### src/rtl/ex_muldiv_sequencer_if.sv
// Handshake bundle between the ID/EX pipeline stage and the multiply/divide sequencer.
interface ex_muldiv_sequencer_if #(parameter int XLEN = 32);
   logic            op_valid;
   logic [5:0]      funct;
   logic [XLEN-1:0] rs;
   logic [XLEN-1:0] rt;
   logic            flush;
   logic            busy;
   logic            stall;
   logic            done;
   logic            div_by_zero;
   logic [XLEN-1:0] hilo_data;

   modport master (output op_valid, funct, rs, rt, flush,
                   input  busy, stall, done, div_by_zero, hilo_data);
   modport slave  (input  op_valid, funct, rs, rt, flush,
                   output busy, stall, done, div_by_zero, hilo_data);
endinterface

### src/rtl/ex_muldiv_sequencer.sv
// Multi-cycle shift-add multiply / restoring divide sequencer beside the EX-stage ALU.
// Owns HI/LO, serves MFHI/MFLO, and stalls the front of the pipe while busy.
//
// state  | meaning
// S_IDLE | waiting for MULT/MULTU/DIV/DIVU; HI/LO readable
// S_PREP | convert captured operands to magnitudes, record result signs
// S_ITER | one multiply or divide step per cycle, XLEN steps
// S_FIX  | sign-correct, write HI/LO, pulse done next cycle
module ex_muldiv_sequencer #(
   parameter int XLEN = 32
) (
   input logic                  clk,
   input logic                  reset,
   ex_muldiv_sequencer_if.slave bus
);
   localparam int            CW       = $clog2(XLEN);
   localparam logic [CW-1:0] CNT_LAST = CW'(XLEN - 1);
   localparam logic [5:0]    F_MFHI   = 6'h10;
   localparam logic [5:0]    F_MFLO   = 6'h12;
   localparam logic [5:0]    F_MULT   = 6'h18;
   localparam logic [5:0]    F_MULTU  = 6'h19;
   localparam logic [5:0]    F_DIV    = 6'h1A;
   localparam logic [5:0]    F_DIVU   = 6'h1B;

   typedef enum logic [1:0] {S_IDLE, S_PREP, S_ITER, S_FIX} state_t;

   state_t            state_q, state_d;
   logic [CW-1:0]     cnt_q, cnt_d;
   logic              is_div_q, is_div_d;
   logic              is_signed_q, is_signed_d;
   logic [XLEN-1:0]   op_a_q, op_a_d;
   logic [XLEN-1:0]   op_b_q, op_b_d;
   logic [XLEN-1:0]   acc_hi_q, acc_hi_d;
   logic [XLEN-1:0]   acc_lo_q, acc_lo_d;
   logic [XLEN-1:0]   mcand_q, mcand_d;
   logic              neg_q, neg_d;
   logic              rem_neg_q, rem_neg_d;
   logic              dbz_path_q, dbz_path_d;
   logic [XLEN-1:0]   hi_q, hi_d;
   logic [XLEN-1:0]   lo_q, lo_d;
   logic              done_q, done_d;
   logic              dbz_q, dbz_d;

   logic              is_muldiv;
   logic              is_mf;
   logic [XLEN-1:0]   abs_a;
   logic [XLEN-1:0]   abs_b;
   logic [XLEN:0]     mul_sum;
   logic [XLEN:0]     rem_sh;
   logic [2*XLEN-1:0] prod_fix;

   always_comb begin
      is_muldiv = bus.funct inside {F_MULT, F_MULTU, F_DIV, F_DIVU};
      is_mf     = (bus.funct == F_MFHI) || (bus.funct == F_MFLO);
      abs_a     = (is_signed_q && op_a_q[XLEN-1]) ? -op_a_q : op_a_q;
      abs_b     = (is_signed_q && op_b_q[XLEN-1]) ? -op_b_q : op_b_q;
      mul_sum   = {1'b0, acc_hi_q} + {1'b0, (acc_lo_q[0] ? mcand_q : '0)};
      rem_sh    = {acc_hi_q, acc_lo_q[XLEN-1]};
      prod_fix  = neg_q ? -{acc_hi_q, acc_lo_q} : {acc_hi_q, acc_lo_q};
   end

   always_comb begin
      state_d     = state_q;
      cnt_d       = cnt_q;
      is_div_d    = is_div_q;
      is_signed_d = is_signed_q;
      op_a_d      = op_a_q;
      op_b_d      = op_b_q;
      acc_hi_d    = acc_hi_q;
      acc_lo_d    = acc_lo_q;
      mcand_d     = mcand_q;
      neg_d       = neg_q;
      rem_neg_d   = rem_neg_q;
      dbz_path_d  = dbz_path_q;
      hi_d        = hi_q;
      lo_d        = lo_q;
      done_d      = 1'b0;
      dbz_d       = 1'b0;

      case (state_q)
         S_IDLE: begin
            if (bus.op_valid && is_muldiv && !bus.flush) begin
               op_a_d      = bus.rs;
               op_b_d      = bus.rt;
               is_div_d    = bus.funct[1];
               is_signed_d = !bus.funct[0];
               state_d     = S_PREP;
            end
         end
         S_PREP: begin
            acc_hi_d   = '0;
            cnt_d      = '0;
            neg_d      = is_signed_q && (op_a_q[XLEN-1] ^ op_b_q[XLEN-1]);
            rem_neg_d  = is_signed_q && op_a_q[XLEN-1];
            dbz_path_d = is_div_q && (op_b_q == '0);
            if (is_div_q) begin
               acc_lo_d = abs_a;
               mcand_d  = abs_b;
            end else begin
               acc_lo_d = abs_b;
               mcand_d  = abs_a;
            end
            state_d = (is_div_q && (op_b_q == '0)) ? S_FIX : S_ITER;
         end
         S_ITER: begin
            // Divide shifts the dividend out of acc_lo while quotient bits shift in.
            if (is_div_q) begin
               if (rem_sh >= {1'b0, mcand_q}) begin
                  acc_hi_d = rem_sh[XLEN-1:0] - mcand_q;
                  acc_lo_d = {acc_lo_q[XLEN-2:0], 1'b1};
               end else begin
                  acc_hi_d = rem_sh[XLEN-1:0];
                  acc_lo_d = {acc_lo_q[XLEN-2:0], 1'b0};
               end
            end else begin
               acc_hi_d = mul_sum[XLEN:1];
               acc_lo_d = {mul_sum[0], acc_lo_q[XLEN-1:1]};
            end
            cnt_d = cnt_q + 1'b1;
            if (cnt_q == CNT_LAST) begin
               state_d = S_FIX;
            end
         end
         S_FIX: begin
            if (dbz_path_q) begin
               hi_d  = op_a_q;
               lo_d  = '1;
               dbz_d = 1'b1;
            end else if (is_div_q) begin
               lo_d = neg_q ? -acc_lo_q : acc_lo_q;
               hi_d = rem_neg_q ? -acc_hi_q : acc_hi_q;
            end else begin
               {hi_d, lo_d} = prod_fix;
            end
            done_d  = 1'b1;
            state_d = S_IDLE;
         end
         default: state_d = S_IDLE;
      endcase

      // An abort discards the in-flight result entirely, including a pending FIX write.
      if (bus.flush && (state_q != S_IDLE)) begin
         state_d = S_IDLE;
         hi_d    = hi_q;
         lo_d    = lo_q;
         done_d  = 1'b0;
         dbz_d   = 1'b0;
      end
   end

   always_ff @(posedge clk or negedge reset) begin
      if (!reset) begin
         state_q     <= S_IDLE;
         cnt_q       <= '0;
         is_div_q    <= 1'b0;
         is_signed_q <= 1'b0;
         op_a_q      <= '0;
         op_b_q      <= '0;
         acc_hi_q    <= '0;
         acc_lo_q    <= '0;
         mcand_q     <= '0;
         neg_q       <= 1'b0;
         rem_neg_q   <= 1'b0;
         dbz_path_q  <= 1'b0;
         hi_q        <= '0;
         lo_q        <= '0;
         done_q      <= 1'b0;
         dbz_q       <= 1'b0;
      end else begin
         state_q     <= state_d;
         cnt_q       <= cnt_d;
         is_div_q    <= is_div_d;
         is_signed_q <= is_signed_d;
         op_a_q      <= op_a_d;
         op_b_q      <= op_b_d;
         acc_hi_q    <= acc_hi_d;
         acc_lo_q    <= acc_lo_d;
         mcand_q     <= mcand_d;
         neg_q       <= neg_d;
         rem_neg_q   <= rem_neg_d;
         dbz_path_q  <= dbz_path_d;
         hi_q        <= hi_d;
         lo_q        <= lo_d;
         done_q      <= done_d;
         dbz_q       <= dbz_d;
      end
   end

   always_comb begin
      bus.busy        = (state_q != S_IDLE);
      bus.stall       = (state_q != S_IDLE) ||
                        (bus.op_valid && (is_muldiv || is_mf) && (state_q != S_IDLE));
      bus.done        = done_q;
      bus.div_by_zero = dbz_q;
      if (bus.funct == F_MFHI) begin
         bus.hilo_data = hi_q;
      end else if (bus.funct == F_MFLO) begin
         bus.hilo_data = lo_q;
      end else begin
         bus.hilo_data = '0;
      end
   end
endmodule

### src/flat_wrapper.sv
// flat-port wrapper written by rule: the top's interface ports become plain ports
module ex_muldiv_sequencer_flat 
#(
   parameter int XLEN = 32
)
  (clk, reset, bus_op_valid, bus_funct, bus_rs, bus_rt, bus_flush, bus_busy, bus_stall, bus_done, bus_div_by_zero, bus_hilo_data);
  ex_muldiv_sequencer_if #(.XLEN(XLEN)) bus_i ();
  input logic clk;
  input logic reset;
  input wire logic [$bits(bus_i.op_valid)-1:0] bus_op_valid;
  input wire logic [$bits(bus_i.funct)-1:0] bus_funct;
  input wire logic [$bits(bus_i.rs)-1:0] bus_rs;
  input wire logic [$bits(bus_i.rt)-1:0] bus_rt;
  input wire logic [$bits(bus_i.flush)-1:0] bus_flush;
  output wire logic [$bits(bus_i.busy)-1:0] bus_busy;
  output wire logic [$bits(bus_i.stall)-1:0] bus_stall;
  output wire logic [$bits(bus_i.done)-1:0] bus_done;
  output wire logic [$bits(bus_i.div_by_zero)-1:0] bus_div_by_zero;
  output wire logic [$bits(bus_i.hilo_data)-1:0] bus_hilo_data;
  assign bus_i.op_valid = bus_op_valid;
  assign bus_i.funct = bus_funct;
  assign bus_i.rs = bus_rs;
  assign bus_i.rt = bus_rt;
  assign bus_i.flush = bus_flush;
  assign bus_busy = bus_i.busy;
  assign bus_stall = bus_i.stall;
  assign bus_done = bus_i.done;
  assign bus_div_by_zero = bus_i.div_by_zero;
  assign bus_hilo_data = bus_i.hilo_data;
  ex_muldiv_sequencer #(.XLEN(XLEN)) u_core (.clk(clk), .reset(reset), .bus(bus_i));
endmodule
### config.mk
export PLATFORM = sky130hd
export DESIGN_NAME = ex_muldiv_sequencer_flat
export DESIGN_NICKNAME = d
export VERILOG_FILES = /design/src/rtl/ex_muldiv_sequencer_if.sv /design/src/rtl/ex_muldiv_sequencer.sv /design/src/flat_wrapper.sv
export SDC_FILE = /design/constraint.sdc
export NUM_CORES = 1
export LEC_CHECK = 0
export CAP_MARGIN = 20
export CORE_AREA = 2 2 192 194
export CTS_CLUSTER_DIAMETER = 200
export DETAILED_ROUTE_END_ITERATION = 10
export DIE_AREA = 0 0 194 196
export MAX_ROUTING_LAYER = met4
export PLACE_DENSITY = 0.64
export SLEW_MARGIN = 25
export SYNTH_ARGS = -nofsm -noshare
export SYNTH_HDL_FRONTEND = slang
export SYNTH_SLANG_ARGS = --single-unit
### constraint.sdc
create_clock -name clk -period 5.9 [get_ports clk]
set_clock_uncertainty 0.05 [all_clocks]
set_input_delay 1.18 -clock clk [delete_from_list [all_inputs] [get_ports clk]]
set_output_delay 1.18 -clock clk [all_outputs]
set_load 0.005 [all_outputs]
=== Word level (Yosys, flattened, before mapping) ===
Index checks and enable logic that the tools add are counted.

* Register bits: 238
* Latch bits: 0
* Bits in writable memories: 0
* Bits in read-only memories: 0
* Output and inout port bits: 36
* Logic and storage cells: 92
* Memories kept: 0

* $add $sub $neg: 8
* Multiply operators: 0
* Div/mod/pow operators: 0
* Order comparisons: 1
* Equal/unequal tests: 12
* Shift operators: 0
* Muxes and demuxes: 31
* Bitwise gates (word level): 2
* Reductions and logical operators: 22

{| class="wikitable"
|+ Operator list
! operator !! count
|-
| 32-bit 2-to-1 mux || 16
|-
| 32-bit negation || 4
|-
| 32-bit one-hot mux with 2 select lines || 2
|-
| 64-bit 2-to-1 mux || 1
|-
| 64-bit negation || 1
|-
| 6-bit by 5-bit == test with 1-bit output (second input constant) || 6
|-
| 32-bit by 32-bit adder with 33-bit output || 1
|-
| 33-bit by 32-bit greater-or-equal comparator with 1-bit output || 1
|-
| 32-bit logical NOT || 1
|-
| 32-bit subtractor || 1
|-
| 5-bit one-hot mux with 2 select lines || 1
|-
| 1-bit logical AND || 9
|-
| 2-bit one-hot mux with 4 select lines || 1
|-
| 1-bit 2-to-1 mux || 7
|-
| 2-bit 2-to-1 mux || 3
|-
| 3-bit by 1-bit inequality test with 1-bit output (second input constant) || 2
|-
| 2-bit AND reduction || 3
|-
| 5-bit by 1-bit adder with 5-bit output (second input constant) || 1
|-
| 5-bit == test (second input constant) || 1
|-
| 2-bit == test (second input constant) || 2
|-
| 2-bit nonzero test || 2
|-
| 4-bit nonzero test || 1
|-
| 1-bit logical OR || 3
|-
| 2-bit by 1-bit == test with 1-bit output (second input constant) || 1
|-
| other kinds (4) || 5
|}

=== Longest topological paths before layout ===
* Word-level depth: 7
* Gate-level depth with buffers: 14
* Mapped depth without buffers: 13

=== Worst setup path after synthesis ===
OpenSTA, ideal clock, no wires.

* Path kind: input to output
* Start: input bus_funct[1]
* End: output bus_hilo_data[10]
* Data arrival time: 2.172 ns
* Required time: 4.670 ns
* Path slack: 2.498 ns
* Stages: 4
* Buffers on the path: 2
* Cells stage by stage: clkbuf_1 buf_1 mux2i_1 nor2_1

* Longest elaborated chain between the ends: 3
* Elaborated cells on any way between the ends: 4
* Those cells by class: 2 x eq/ne; 2 x mux

{| class="wikitable"
|+ RTL lines
! item !! RTL line !! text
|-
| start, declared || flat_wrapper.sv:11 || <nowiki>input wire logic [$bits(bus_i.funct)-1:0] bus_funct;</nowiki>
|-
| 6-bit by 5-bit == test with 1-bit output || ex_muldiv_sequencer.sv:197 || <nowiki>end else if (bus.funct == F_MFLO) begin</nowiki>
|-
| 32-bit 2-to-1 mux || ex_muldiv_sequencer.sv:197 ||
|-
| 32-bit 2-to-1 mux * || ex_muldiv_sequencer.sv:195 || <nowiki>if (bus.funct == F_MFHI) begin</nowiki>
|-
| end, declared || flat_wrapper.sv:19 || <nowiki>output wire logic [$bits(bus_i.hilo_data)-1:0] bus_hilo_data;</nowiki>
|}

Every way passes the cells marked *; elsewhere a longest branch is shown, timed or not.

=== Worst setup path after layout ===
* Start: input bus_funct[5]
* End: output bus_hilo_data[9]

The elaborated chain is that of the path after synthesis.

==> key figures <==
Floorplanning
  • Core area: 36100 um2
  • Die ar.: 38000 um2
  • IO Pins: 110
  • Die X: 194 um
  • Die height: 196 um
  • Initial Utilization: 0.493
  • Number of core rows: 70

Timing
  • Slew @ Worst Pin: 1.02 ns
  • Fin crit share: 0.722
  • Setup TNS: 0 ns
  • RSZ-0062 raised after global routing: no
  • Final setup violation count: 0
  • Hold Vio Cnt, Final: 0
  • Final Critical Period: 4.26 ns
  • F_max: 235 MHz
  • Max-slew violation count: 0
  • Hold Slack: 0.436 ns
  • Final Worst Setup Slack: 1.64 ns
  • Rel. slew slack: 0.320

Drt
  • WL/cell: 23.8 um
  • Vias: 16400
  • First DRT Iteration DRCs: 1716
  • Number of iterations in the first detailed-routing pass: 6
  • DRC Markers: 0
  • Final wirelength: 62100 um
  • Post-route ant nets: 0
  • Via/cell ratio: 6.30

Finish
  • Share of cells above drive strength 1: 0.0837
  • Antenna fix cells: 0
  • Final Non-Filler Cells: 2607
  • Most common cell after layout, fill and taps aside: nor2_1
  • Final Cell Area: 20200 um2
  • Commonest non-fill, non-tap cells in the layout: 283 x nor2_1, 237 x dfrtp_1, 150 x nand2_1, 148 x a21oi_1, 110 x o21ai_0
  • Layout area overhead: 13.3%
  • Fin nets: 2271
  • Core Util, Final: 0.559

Pwr
  • P_leak: 8.98 nW
  • Worst ir drop on vdd: 356 uV
  • Total power: 11.9 mW
  • Power density over the cells: 590 nW/um2

Clocking
  • Post-CTS Setup Bufs: 0
  • Max Buffers Root-to-Sink: 3
  • Hold Buf Count CTS: 0
  • Post-CTS Resized: 0
  • Sink Count: 238
  • Clock-pin slew of the registers on the worst-case setup and hold paths: 0.06 ns
  • Clock root cell: clkbuf_16
  • Skew-Pair Late Insertion Delay: 0.57 ns
  • CTS buffer count: 28
  • Htree depth: 1
  • CTS tree: yes

Run status
  • Outcome: complete, no violations

Placement
  • # port buffers: 109
  • Post-DP HPWL: 47200 um
  • Area post-placement: 19200 um2
  • Setup slack at placement: 1.63 ns
  • Placed Cells: 2557
  • Final Wtd Congestion: 0.988

Hold path
  • HP Class: flip-flop to flip-flop
  • Hold Crit Depth: 2

Global route
  • First-pass GRT wire length: 94100 um
  • M3 GR Usage: 0.0572
  • Largest net degree at the start of global routing: 128
  • Initial antenna violation count: 1
  • Global Route Usage Sum: 0.331
  • Most used routing layer: met2
  • Met1 Usage GRT: 0.468
  • Vias in the first global route: 15300
  • Grt met2 use: 0.472
  • Total grt overflow: 0

Critical path
  • Critical path's slowest cell: clkdlybuf4s50_1
  • Crit path cell chain: clkdlybuf4s50_1, nor2_1, nand2_1, or3_1, buf_4, nor2_1, clkdlybuf4s50_1
  • Crit-path max cell delay: 0.51 ns
  • Critical path endpoint category: primary output
  • WS Path Type: input pin to primary output
  • Worst Reg-to-Reg Cells: 12
  • Worst Path Required: 4.67 ns
  • Crit path DAT: 3.03 ns
  • Crit start category: input pin
  • Critical path peak fanout: 32

Synth
  • Register bit count reported by yosys: 238
  • Top_reg_cell synth: dfrtp_1
  • Ys async rst share: 1.00
  • Synth warnings: 0
  • Mapped Cells: 2082
  • Post-synth EDFFs: 0
  • Distinct cell type count after synthesis: 76
  • Syn Area/Cell: 8.54 um2
  • Syn nets: 2233
  • Syn Std Cell Area: 17800 um2
  • Register area share after synthesis: 0.335

Run
  • Max Cap Viol: 0
## flip-flops by register name (all words and copies together) (netlist names), 2 cells and up
signal and count:
u_core.state_q 2, u_core.acc_lo_q 32, u_core.op_b_q 32, u_core.acc_hi_q 32, u_core.op_a_q 32, u_core.cnt_q 5, u_core.hi_q 32, u_core.lo_q 32
u_core.mcand_q 32
## where the power goes
| group | switching (mW) | internal, mW |
|---|---|---|
| clock network | 0.719 | 1.06 |
| logic | 4.34 | 2.67 |
| registers | 0.892 | 2.22 |
| total | 5.95 | 5.95 |
## final timing paths
kind	startpoint	endpoint	slack, ns
setup / recovery	bus_funct[5]	bus_hilo_data[9]	1.64
hold / removal	u_core.hi_q[2]	u_core.hi_q[2]	0.44
setup reg to reg	u_core.acc_lo_q[0]	u_core.acc_hi_q[31]	1.69
hold reg to reg	u_core.hi_q[2]	u_core.hi_q[2]	0.44
max in group asynchronous	reset	u_core.acc_lo_q[5]	4.25
min in group asynchronous	reset	u_core.hi_q[27]	0.51
## cell usage after synthesis (all sizes together) (13+ instances only)
library cell  number  area share
nor2             283       0.060
dfrtp            238        0.33
o21ai            164       0.047
nand2            151       0.032
a21oi            148       0.042
xnor2            105       0.052
clkbuf           103       0.022
inv               84       0.018
ha                75       0.053
mux2              71       0.045
mux2i             63       0.035
xor2              62       0.031
nor3              36       0.010
nand3             35      0.0098
a21o              33       0.014
o22a              30       0.015
nand2b            28      0.0098
a31oi             26      0.0091
o21a              24       0.010
nor4              23      0.0084
o211ai            23      0.0097
buf               22      0.0052
o31ai             20      0.0092
and3              19      0.0067
mux4              19       0.024
nand4             15      0.0053
a221o             13      0.0073
o41ai             13      0.0064
## metal layers
layer,vias up,wire [um]
li1,7524,-
met1,8023,27600
met2,750,26300
met3,115,5520
met4,0,2690
met5,-,0
## logic make-up after synthesis
family / share of synthesized area
and+or+nand+nor: 0.172
AOI/OAI and AO/OA: 0.207
DFF: 0.335
buffers and inverters: 0.0451
xor gates and xnor gates: 0.0822
muxes: 0.104
adders and majority gates: 0.0550
## critical path: cells and delay by family
family / cells / cell delay, ns
buffers and inverters: 3 / 1.17
AND/OR/NAND/NOR: 4 / 0.65
## cell type report
| class | instances | area, um2 |
|---|---|---|
| clock buffers | 42 | 835 |
| clock inverters | 7 | 95.1 |
| fillers | 3343 | 15900 |
| inverters | 86 | 323 |
| multi-input cells | 1633 | 11100 |
| flip-flops and latches | 238 | 5960 |
| well taps | 468 | 586 |
| repair buffers | 133 | 1300 |
No activity file was read; power rests on OpenSTA's default activity.
